## src/rtl/sad_accumulator_pkg.sv

```systemverilog
// Shared width rules for the SAD accumulator pipeline.
// Every width is derived from the pixel width, lane count and block length.
package sad_accumulator_pkg;

  // Result width: worst case LANES*BEATS*(2^PIX_W-1) fits exactly.
  function automatic int unsigned sad_acc_w(input int unsigned pix_w, input int unsigned lanes,
                                            input int unsigned beats);
    return pix_w + $clog2(lanes * beats);
  endfunction

  // Width of one reduced beat (sum of all lane differences).
  function automatic int unsigned sad_s2_w(input int unsigned pix_w, input int unsigned lanes);
    return pix_w + $clog2(lanes);
  endfunction

  function automatic int unsigned sad_cnt_w(input int unsigned beats);
    return $clog2(beats) + 1;
  endfunction

endpackage

```

## src/rtl/sad_accumulator_if.sv

```systemverilog
// Beat input, flush and result handshake bundle for sad_accumulator.
// The master side is the pixel fetch / result consumer; the slave side is the engine.
interface sad_accumulator_if #(
  parameter int unsigned PIX_W       = 8,
  parameter int unsigned LANES       = 4,
  parameter int unsigned BLOCK_BEATS = 16
);
  import sad_accumulator_pkg::*;

  localparam int unsigned AccW = sad_acc_w(PIX_W, LANES, BLOCK_BEATS);
  localparam int unsigned CntW = sad_cnt_w(BLOCK_BEATS);

  logic                   i_valid;
  logic                   o_ready;
  logic [LANES*PIX_W-1:0] i_pix_a;
  logic [LANES*PIX_W-1:0] i_pix_b;
  logic                   i_flush;
  logic [AccW-1:0]        o_sad;
  logic                   o_sad_valid;
  logic                   i_sad_ready;
  logic [CntW-1:0]        o_beat_cnt;

  modport master (
    output i_valid, i_pix_a, i_pix_b, i_flush, i_sad_ready,
    input  o_ready, o_sad, o_sad_valid, o_beat_cnt
  );

  modport slave (
    input  i_valid, i_pix_a, i_pix_b, i_flush, i_sad_ready,
    output o_ready, o_sad, o_sad_valid, o_beat_cnt
  );

endinterface

```

## src/rtl/sad_csa_tree.sv

```systemverilog
// Combinational carry-save reduction of LANES unsigned lane values into a sum/carry pair.
// Each step is a row of full-adder cells; sum_o + carry_o equals the exact lane total.
module sad_csa_tree
  import sad_accumulator_pkg::*;
#(
  parameter int unsigned LANES = 4,
  parameter int unsigned PIX_W = 8
) (
  input  logic [LANES*PIX_W-1:0]                 lanes_i,
  output logic [sad_s2_w(PIX_W, LANES)-1:0]      sum_o,
  output logic [sad_s2_w(PIX_W, LANES)-1:0]      carry_o
);

  localparam int unsigned S2W = sad_s2_w(PIX_W, LANES);

  logic [S2W-1:0] s;
  logic [S2W-1:0] c;
  logic [S2W-1:0] row;
  logic [S2W-1:0] s_nxt;
  logic [S2W-1:0] c_nxt;

  // Carries shifted out of the top bit are dropped: the true total fits S2W.
  always_comb begin
    s     = '0;
    c     = '0;
    row   = '0;
    s_nxt = '0;
    c_nxt = '0;
    for (int unsigned k = 0; k < LANES; k++) begin
      row   = S2W'(lanes_i[k*PIX_W +: PIX_W]);
      s_nxt = s ^ c ^ row;
      c_nxt = ((s & c) | (s & row) | (c & row)) << 1;
      s     = s_nxt;
      c     = c_nxt;
    end
  end

  assign sum_o   = s;
  assign carry_o = c;

endmodule

```

## src/rtl/sad_accumulator.sv

```systemverilog
// Three-stage SAD engine: per-lane |a-b|, carry-save lane reduction, block accumulation.
// A pending, untaken result stalls every stage; flush drops partial work but never the result.
module sad_accumulator
  import sad_accumulator_pkg::*;
#(
  parameter int unsigned PIX_W       = 8,
  parameter int unsigned LANES       = 4,
  parameter int unsigned BLOCK_BEATS = 16
) (
  input logic               i_clk,
  input logic               i_rst_n,
  sad_accumulator_if.slave  bus
);

  localparam int unsigned S2W  = sad_s2_w(PIX_W, LANES);
  localparam int unsigned AccW = sad_acc_w(PIX_W, LANES, BLOCK_BEATS);
  localparam int unsigned CntW = sad_cnt_w(BLOCK_BEATS);
  localparam logic [CntW-1:0] LastCnt = CntW'(BLOCK_BEATS - 1);

  logic [CntW-1:0]        cnt_q, cnt_d;
  logic                   v1_q, v1_d;
  logic                   last1_q, last1_d;
  logic [LANES*PIX_W-1:0] d1_q, d1_d;
  logic                   v2_q, v2_d;
  logic                   last2_q, last2_d;
  logic [S2W-1:0]         s2_q, s2_d;
  logic [AccW-1:0]        acc_q, acc_d;
  logic [AccW-1:0]        sad_q, sad_d;
  logic                   sad_valid_q, sad_valid_d;

  logic                   stall;
  logic                   ready;
  logic                   accept;
  logic                   last_beat;
  logic [LANES*PIX_W-1:0] abs_diff;
  logic [PIX_W-1:0]       pa;
  logic [PIX_W-1:0]       pb;
  logic [S2W-1:0]         csa_sum;
  logic [S2W-1:0]         csa_carry;
  logic [AccW-1:0]        acc_sum;

  assign stall     = sad_valid_q & ~bus.i_sad_ready;
  assign ready     = i_rst_n & ~stall;
  assign accept    = bus.i_valid & ready & ~bus.i_flush;
  assign last_beat = (cnt_q == LastCnt);
  assign acc_sum   = acc_q + AccW'(s2_q);

  always_comb begin
    abs_diff = '0;
    pa       = '0;
    pb       = '0;
    for (int unsigned k = 0; k < LANES; k++) begin
      pa = bus.i_pix_a[k*PIX_W +: PIX_W];
      pb = bus.i_pix_b[k*PIX_W +: PIX_W];
      abs_diff[k*PIX_W +: PIX_W] = (pa >= pb) ? (pa - pb) : (pb - pa);
    end
  end

  sad_csa_tree #(
    .LANES (LANES),
    .PIX_W (PIX_W)
  ) u_csa_tree (
    .lanes_i (d1_q),
    .sum_o   (csa_sum),
    .carry_o (csa_carry)
  );

  always_comb begin
    cnt_d       = cnt_q;
    v1_d        = v1_q;
    last1_d     = last1_q;
    d1_d        = d1_q;
    v2_d        = v2_q;
    last2_d     = last2_q;
    s2_d        = s2_q;
    acc_d       = acc_q;
    sad_d       = sad_q;
    sad_valid_d = sad_valid_q;

    if (bus.i_flush) begin
      cnt_d = '0;
    end else if (accept) begin
      cnt_d = last_beat ? '0 : cnt_q + CntW'(1);
    end

    if (sad_valid_q && bus.i_sad_ready) begin
      sad_valid_d = 1'b0;
    end

    if (!stall) begin
      v1_d    = accept;
      last1_d = last_beat;
      d1_d    = abs_diff;
      v2_d    = v1_q;
      last2_d = last1_q;
      s2_d    = csa_sum + csa_carry;
      if (v2_q) begin
        if (last2_q) begin
          // A result taken this cycle is replaced in place; valid stays high.
          sad_d       = acc_sum;
          sad_valid_d = 1'b1;
          acc_d       = '0;
        end else begin
          acc_d = acc_sum;
        end
      end
    end

    if (bus.i_flush) begin
      v1_d  = 1'b0;
      v2_d  = 1'b0;
      acc_d = '0;
    end
  end

  always_ff @(posedge i_clk) begin
    if (!i_rst_n) begin
      cnt_q       <= '0;
      v1_q        <= 1'b0;
      last1_q     <= 1'b0;
      d1_q        <= '0;
      v2_q        <= 1'b0;
      last2_q     <= 1'b0;
      s2_q        <= '0;
      acc_q       <= '0;
      sad_q       <= '0;
      sad_valid_q <= 1'b0;
    end else begin
      cnt_q       <= cnt_d;
      v1_q        <= v1_d;
      last1_q     <= last1_d;
      d1_q        <= d1_d;
      v2_q        <= v2_d;
      last2_q     <= last2_d;
      s2_q        <= s2_d;
      acc_q       <= acc_d;
      sad_q       <= sad_d;
      sad_valid_q <= sad_valid_d;
    end
  end

  assign bus.o_ready     = ready;
  assign bus.o_sad       = sad_q;
  assign bus.o_sad_valid = sad_valid_q;
  assign bus.o_beat_cnt  = cnt_q;

endmodule

```

## src/flat_wrapper.sv

```systemverilog
// flat-port wrapper written by rule: the top's interface ports become plain ports
module sad_accumulator_flat import sad_accumulator_pkg::*;
#(
  parameter int unsigned PIX_W       = 8,
  parameter int unsigned LANES       = 4,
  parameter int unsigned BLOCK_BEATS = 16
)
  (i_clk, i_rst_n, bus_i_valid, bus_i_pix_a, bus_i_pix_b, bus_i_flush, bus_i_sad_ready, bus_o_ready, bus_o_sad, bus_o_sad_valid, bus_o_beat_cnt);
  sad_accumulator_if #(.PIX_W(PIX_W), .LANES(LANES), .BLOCK_BEATS(BLOCK_BEATS)) bus_i ();
  input logic i_clk;
  input logic i_rst_n;
  input wire logic [$bits(bus_i.i_valid)-1:0] bus_i_valid;
  input wire logic [$bits(bus_i.i_pix_a)-1:0] bus_i_pix_a;
  input wire logic [$bits(bus_i.i_pix_b)-1:0] bus_i_pix_b;
  input wire logic [$bits(bus_i.i_flush)-1:0] bus_i_flush;
  input wire logic [$bits(bus_i.i_sad_ready)-1:0] bus_i_sad_ready;
  output wire logic [$bits(bus_i.o_ready)-1:0] bus_o_ready;
  output wire logic [$bits(bus_i.o_sad)-1:0] bus_o_sad;
  output wire logic [$bits(bus_i.o_sad_valid)-1:0] bus_o_sad_valid;
  output wire logic [$bits(bus_i.o_beat_cnt)-1:0] bus_o_beat_cnt;
  assign bus_i.i_valid = bus_i_valid;
  assign bus_i.i_pix_a = bus_i_pix_a;
  assign bus_i.i_pix_b = bus_i_pix_b;
  assign bus_i.i_flush = bus_i_flush;
  assign bus_i.i_sad_ready = bus_i_sad_ready;
  assign bus_o_ready = bus_i.o_ready;
  assign bus_o_sad = bus_i.o_sad;
  assign bus_o_sad_valid = bus_i.o_sad_valid;
  assign bus_o_beat_cnt = bus_i.o_beat_cnt;
  sad_accumulator #(.PIX_W(PIX_W), .LANES(LANES), .BLOCK_BEATS(BLOCK_BEATS)) u_core (.i_clk(i_clk), .i_rst_n(i_rst_n), .bus(bus_i));
endmodule
```

## config.mk

```make
export PLATFORM = sky130hd
export DESIGN_NAME = sad_accumulator_flat
export DESIGN_NICKNAME = d
export VERILOG_FILES = /design/src/rtl/sad_accumulator_pkg.sv /design/src/rtl/sad_accumulator_if.sv /design/src/rtl/sad_csa_tree.sv /design/src/rtl/sad_accumulator.sv /design/src/flat_wrapper.sv
export SDC_FILE = /design/constraint.sdc
export NUM_CORES = 1
export LEC_CHECK = 0
export CELL_PAD_IN_SITES_DETAIL_PLACEMENT = 1
export CELL_PAD_IN_SITES_GLOBAL_PLACEMENT = 1
export CORE_ASPECT_RATIO = 1.75
export CORE_MARGIN = 2
export CORE_UTILIZATION = 45
export CTS_BUF_LIST = sky130_fd_sc_hd__clkbuf_16
export DETAILED_ROUTE_END_ITERATION = 10
export GPL_TIMING_DRIVEN = 0
export HOLD_SLACK_MARGIN = 0.08
export PLACE_DENSITY_LB_ADDON = 0.1
export SYNTH_ARGS = -nofsm -noshare
export SYNTH_HDL_FRONTEND = slang
export SYNTH_SLANG_ARGS = --single-unit
export TNS_END_PERCENT = 100
```

## constraint.sdc

```tcl
create_clock -name i_clk -period 5.5 [get_ports i_clk]
set_input_delay 0.825 -clock i_clk [delete_from_list [all_inputs] [get_ports i_clk]]
set_output_delay 0.825 -clock i_clk [all_outputs]
set_load 0.005 [all_outputs]
```

======== Word-level counts from Yosys, hierarchy flattened ========
Cells that the tools add are included.
word-level totals
  ROM bits ................................ 0
  memory bits (writable) .................. 0
  memories kept ........................... 0
  input port bits ......................... 69
  bits in latches ......................... 0
  bits in registers ....................... 80
operators by class
  multiplexer cells ....................... 10
  add/sub/neg operators ................... 11
  shifts and indexed selects .............. 0
  equality and inequality tests ........... 1
  bitwise operators ....................... 24
  magnitude comparators ................... 4
  $mul .................................... 0
  div/mod/pow operators ................... 0
  reductions and logical operators ........ 4
operator list
  cell                 count
  $sub 8x8->8          8
  $or 9x9->9           4
  $ge 8x8->1           4
  $mux 8               4
  $and 9x8->9          3
  $and 8x8->8          2
  $add 14x10->14       1
  $mux 14              1
  $add 10x10->10       1
  $xor 10x8->10        1
  $xor 9x10->10        1
  $and 8x9->9          1
  $and 9x9->9          1
  $xor 8x9->9          1
  $xor 9x8->9          1
  $xor 8x8->8          1
  $add 5x1->5 const B  1
  $eq 5x4->1 const B   1
  $mux 5               1
  $and 1x1->1          4
  $mux 1               4
  $not 1->1            4
  $reduce_and 3->1     1
  $reduce_and 2->1     1
  2 further kinds      2

======== Logic depth before layout (Yosys ltp) ========
  word-level depth ........................ 8
  mapped depth ............................ 13

======== Hierarchy ========
From an unflattened synthesis, not the netlist that was laid out.
second synthesis, totals
  cell total of the unflattened synthesis .. 871
  area, all modules ....................... 7008.0 µm²
by module, submodules not included
  module           area an instance (µm²)  sequential area each (µm²)  instances  cells an instance
  sad_accumulator  6541.3                  1601.5                      1          835
  sad_csa_tree     466.7                   0.0                         1          36

======== Least setup slack after synthesis ========
No wires, ideal clock.
  kind .................................... flip-flop to flip-flop
  from .................................... register u_core.d1_q[1]
  to ...................................... register u_core.s2_q[9]
  cell stages (with the launch flop) ...... 13
  required time ........................... 5.372 ns
  buffers on the path ..................... 0
  path slack .............................. 2.364 ns
  arrival ................................. 3.008 ns
  cells stage by stage .................... dfxtp_1 > ha_1 > fa_1 > fa_1 > ha_1 > fa_1 > a21o_1 > a21oi_1 > nor2b_1 > o21ai_0 > a21oi_1 > nand4b_1 > o211ai_1
on the way
  cells in the longest elaborated chain, start to end .. 8
  elaborated cells between the ends (all ways) .. 17
  those cells by class .................... 1 x add/sub; 16 x bitwise
RTL lines
  what                                               line                                    source
  start: declaration                                 sad_accumulator.sv:23                   logic [LANES*PIX_W-1:0] d1_q, d1_d;
  start signal: assignment                           sad_accumulator.sv:121                  d1_q <= '0;
  start signal: assignment                           sad_accumulator.sv:132                  d1_q <= d1_d;
  $xor 8x8->8 / $and 8x8->8 (equally long branches)  sad_csa_tree.sv:31, sad_csa_tree.sv:32
  $and 8x9->9 / $and 8x8->8 (equally long branches)  sad_csa_tree.sv:32                      c_nxt = ((s & c) | (s & row) | (c & row)) << 1;
  $or 9x9->9 (2 in a row)                            sad_csa_tree.sv:32
  $and 9x9->9                                        sad_csa_tree.sv:32
  $or 9x9->9 (2 in a row)                            sad_csa_tree.sv:32
  $add 10x10->10 *                                   sad_accumulator.sv:96                   s2_d = csa_sum + csa_carry;
  end signal: assignment                             sad_accumulator.sv:124                  s2_q <= '0;
  end signal: assignment                             sad_accumulator.sv:135                  s2_q <= s2_d;
  end: declaration                                   sad_accumulator.sv:26                   logic [S2W-1:0] s2_q, s2_d;
Mark *: on every way between the ends. The rest lies on a longest branch, timed or not.
A chain may end at the register's enable or synchronous reset.

======== Final worst setup path ========
  from .................................... input bus_i_sad_ready
  to ...................................... output bus_o_ready
on the way
  cells in the longest elaborated chain, start to end .. 4
RTL lines
  what                line                   source
  start: declaration  flat_wrapper.sv:16     input wire logic [$bits(bus_i.i_sad_ready)-1:0] bus_i_sad_ready;
  $not 1->1           sad_accumulator.sv:42  assign stall = sad_valid_q & ~bus.i_sad_ready;
  $and 1x1->1         sad_accumulator.sv:42
  $not 1->1           sad_accumulator.sv:43  assign ready = i_rst_n & ~stall;
  $and 1x1->1         sad_accumulator.sv:43
  end: declaration    flat_wrapper.sv:17     output wire logic [$bits(bus_i.o_ready)-1:0] bus_o_ready;
Every way passes these cells.

==> impl_metrics.toml <==
[synth]
yosysSeqAreaShare = 0.226
synth_edf_count = 0
ys.flop_type = "dfxtp_1"
synth_warnings = 0
ys_types = 66
synth_fp_nets = 1056
syn-instance-count = 873
async_flop_share = 0
synth.avg_cell_area_um2 = 8.13
synth_seq_cells = 80
synth_area_um2 = 7100

[placement]
port_buffers = 89
hpwl_um = 16900
place_congestion = 0.859
place_ws_ns = 1.68
dp_cells = 1148

[setup_path]
crit_path_start_kind = "input port"
endpoint_kind = "output port"
rrSetupSlack_ns = 2.01
critPathKind = "in -> out"
slowest_stage = "clkdlybuf4s50_1"
rr_worst_depth = 12
critPathRequiredTime_ns = 4.68
reg2reg_from = "u_core.d1_q[1]"
critPathArrivalTime_ns = 2.94
critPathMaxStageDelay_ns = 0.50
critPathMaxFanout = 10
crit_top_cell = "clkdlybuf4s50_1"
cp-startpoint = "bus_i_sad_ready"
crit_chain = "clkdlybuf4s50_1, nand2b_1, buf_2, clkbuf_1, nand2_1, inv_1, clkdlybuf4s50_1"
r2r_end = "u_core.s2_q[9]"

[outcome]
status = "finished, final reports clean"

[timing]
rsz0062_at_grt = "no"
fmax_mhz = 266
setup_ws_ns = 1.74
hold_violations = 0
period_needed_ns = 3.76
worst_slew_pin_slew_ns = 0.853
post-route-period-util = 0.684
slew_headroom = 0.431
setup_viol = 0
setup_tns_ns = 0
fin_skew_ns = 0.00925
maxSlewViolCount = 0

[cts]
clockBufferDepth = 2
cts_root_buf = "clkbuf_16"
clock-sinks = 80
hold_buffers = 0
cts_resized = 0
clock_latency_ns = 0.35
numCtsBuffers = 9
cts_setup_buffers = 0
clkTransAtPathRegs_ns = 0.07
h-tree-depth = 3
cts_tree = "built"

[power_and_ir_drop]
finalPower_mw = 2.28
p_leak_nw = 3.81
p_per_area_nw_per_um2 = 267
ir_drop_mv = 0.154

[detailed_routing]
wl_um = 20600
wl_per_cell_um = 17.7
dr.pass1.iters = 4
drtIter0Drc = 155
viasPerCell = 5.75
ant_nets = 0
vias = 6694
drc_errors = 0

[global_route]
grt_max_degree = 17
top_usage_layer = "met2"
grt_use_met1 = 0.239
grt_pass1_wl_um = 34600
grt_util_met2 = 0.528
grt_use_met3 = 0.0205
antenna_found_initial = 0
grt-ovfl-total = 0
first_global_vias = 7300
grt_use_total = 0.254

[floorplan]
placeableCoreArea_um2 = 15400
die_w_um = 98.9
start_util = 0.461
die_area_um2 = 16800
die_y_um = 170
ios = 90
rows = 60

[finish]
post-route-util = 0.554
n_antenna_cell = 0
n_fill_cell = 1912
fin_cells = 1164
syn2layout_area_growth_pct = 20.2
layout-drive-gt1-share = 0.0450
nets = 1156

[hold_path]
hold_path.class = "reg -> reg"
hp-start = "u_core.last1_q"
hold-path-endpoint = "u_core.last1_q"
holdPathStages = 2

[job]
drv_cap = 0
-- metrics by stage --
stage               area [um^2]  hold slack, ns
detailed placement         8220           0.448
CTS                        8530           0.457
global route               8530           0.469
global placement           8220           0.442
finish                     8530           0.456
floorplan                  7100           0.432
-- area by class of cell --
type                    instances  area (um^2)  area share
flip-flops and latches         80         1600       0.188
multi-input cells             644         4930       0.578
well taps                     186          233      0.0273
inverters                     117          439      0.0515
clock inverters                 7         86.3      0.0101
plain buffers                  32          124      0.0145
repair buffers                 89          891       0.104
clock buffers                   9          225      0.0264
-- synth_stat cells, types with 3 or more instances --
| cell | n | area, um^2 |
|---|---|---|
| mux2i_1 | 17 | 170 |
| xnor2_1 | 21 | 184 |
| fa_1 | 24 | 480 |
| a221oi_1 | 3 | 26.3 |
| nor2_1 | 39 | 146 |
| a211o_1 | 4 | 35.0 |
| nand2b_1 | 7 | 43.8 |
| buf_1 | 5 | 18.8 |
| xor2_1 | 4 | 35.0 |
| nor2b_1 | 18 | 113 |
| nor3_1 | 13 | 65.1 |
| ha_1 | 90 | 1130 |
| nand4_1 | 5 | 31.3 |
| nand3_1 | 41 | 205 |
| a21oi_2 | 3 | 26.3 |
| nand2_4 | 3 | 33.8 |
| a32oi_1 | 3 | 26.3 |
| o21ai_1 | 3 | 15.0 |
| o31a_1 | 7 | 61.3 |
| nand2_1 | 66 | 248 |
| buf_2 | 3 | 15.0 |
| o211a_1 | 5 | 50.1 |
| o21bai_1 | 3 | 22.5 |
| a21boi_0 | 4 | 30.0 |
| clkbuf_1 | 24 | 90.1 |
| a21o_1 | 13 | 97.6 |
| and3_1 | 4 | 25.0 |
| a22oi_1 | 8 | 60.1 |
| a211oi_1 | 16 | 120 |
| a31o_2 | 5 | 43.8 |
| dfxtp_1 | 80 | 1600 |
| nand3b_1 | 6 | 45.0 |
| o31ai_1 | 3 | 22.5 |
| a41oi_1 | 6 | 52.6 |
| o211ai_1 | 12 | 90.1 |
| nand4b_1 | 5 | 43.8 |
| mux2_2 | 3 | 33.8 |
| a31oi_1 | 3 | 18.8 |
| o22ai_1 | 3 | 18.8 |
| a21oi_1 | 70 | 350 |
| o21ai_2 | 4 | 35.0 |
| o21ai_0 | 35 | 175 |
| or3_1 | 13 | 81.3 |
| inv_1 | 117 | 439 |
| o21a_1 | 26 | 195 |
-- registers in the layout, indices dropped and copies added (netlist names) --
| name | count |
|---|---|
| u_core.d1_q | 32 |
| u_core.last2_q | 1 |
| u_core.v1_q | 1 |
| u_core.last1_q | 1 |
| u_core.bus.o_beat_cnt | 5 |
| u_core.v2_q | 1 |
| u_core.bus.o_sad_valid | 1 |
| u_core.s2_q | 10 |
| u_core.bus.o_sad | 14 |
| u_core.acc_q | 14 |
-- power breakdown --
group / switching (mW) / internal [mW] / total [mW]
Clock: 0.276 / 0.362 / 0.638
Combinational: 0.512 / 0.445 / 0.956
Sequential: 0.0389 / 0.644 / 0.683
-- worst max-delay path by stage --
| stage | end | slack [ns] |
|---|---|---|
| finish | bus_o_ready | 1.74 |
| global route | bus_o_ready | 1.57 |
| CTS | bus_o_ready | 1.68 |
| detailed placement | bus_o_ready | 1.68 |
| global placement | bus_o_ready | 1.69 |
| floorplan | u_core.s2_q[9] | 2.36 |
-- layer usage --
metal | vias to the layer above | wire length (um)
met3 | 51 | 413
li1 | 3273 | -
met5 | - | 0
met1 | 3259 | 7280
met4 | 0 | 935
met2 | 111 | 12000
-- critical path: cells and delay by family --
family | cells | cell delay, ns
buffers and inverters | 5 | 1.83
and+or+nand+nor | 2 | 0.27
-- logic make-up (layout without fill, tap and decap cells) --
| logic type | Yosys count | after routing | synth area share |
|---|---|---|---|
| compound gates | 254 | 254 | 0.244 |
| simple gates | 230 | 230 | 0.163 |
| buf+inv | 149 | 254 | 0.0793 |
| fa+ha+maj | 114 | 114 | 0.226 |
| flops | 80 | 80 | 0.226 |
| xor+xnor | 25 | 25 | 0.0309 |
| mux | 21 | 21 | 0.0309 |
-- layout by cell type (no fill, tap or decap), types with 26 or more instances in the layout --
cell type        Yosys  routed
a21oi_1             70      70
clkdlybuf4s50_1      0      89
dfxtp_1             80      80
ha_1                90      90
inv_1              117     117
nand2_1             66      66
nand3_1             41      41
nor2_1              39      39
o21a_1              26      26
o21ai_0             35      35
(Power assumes the default switching activity.)
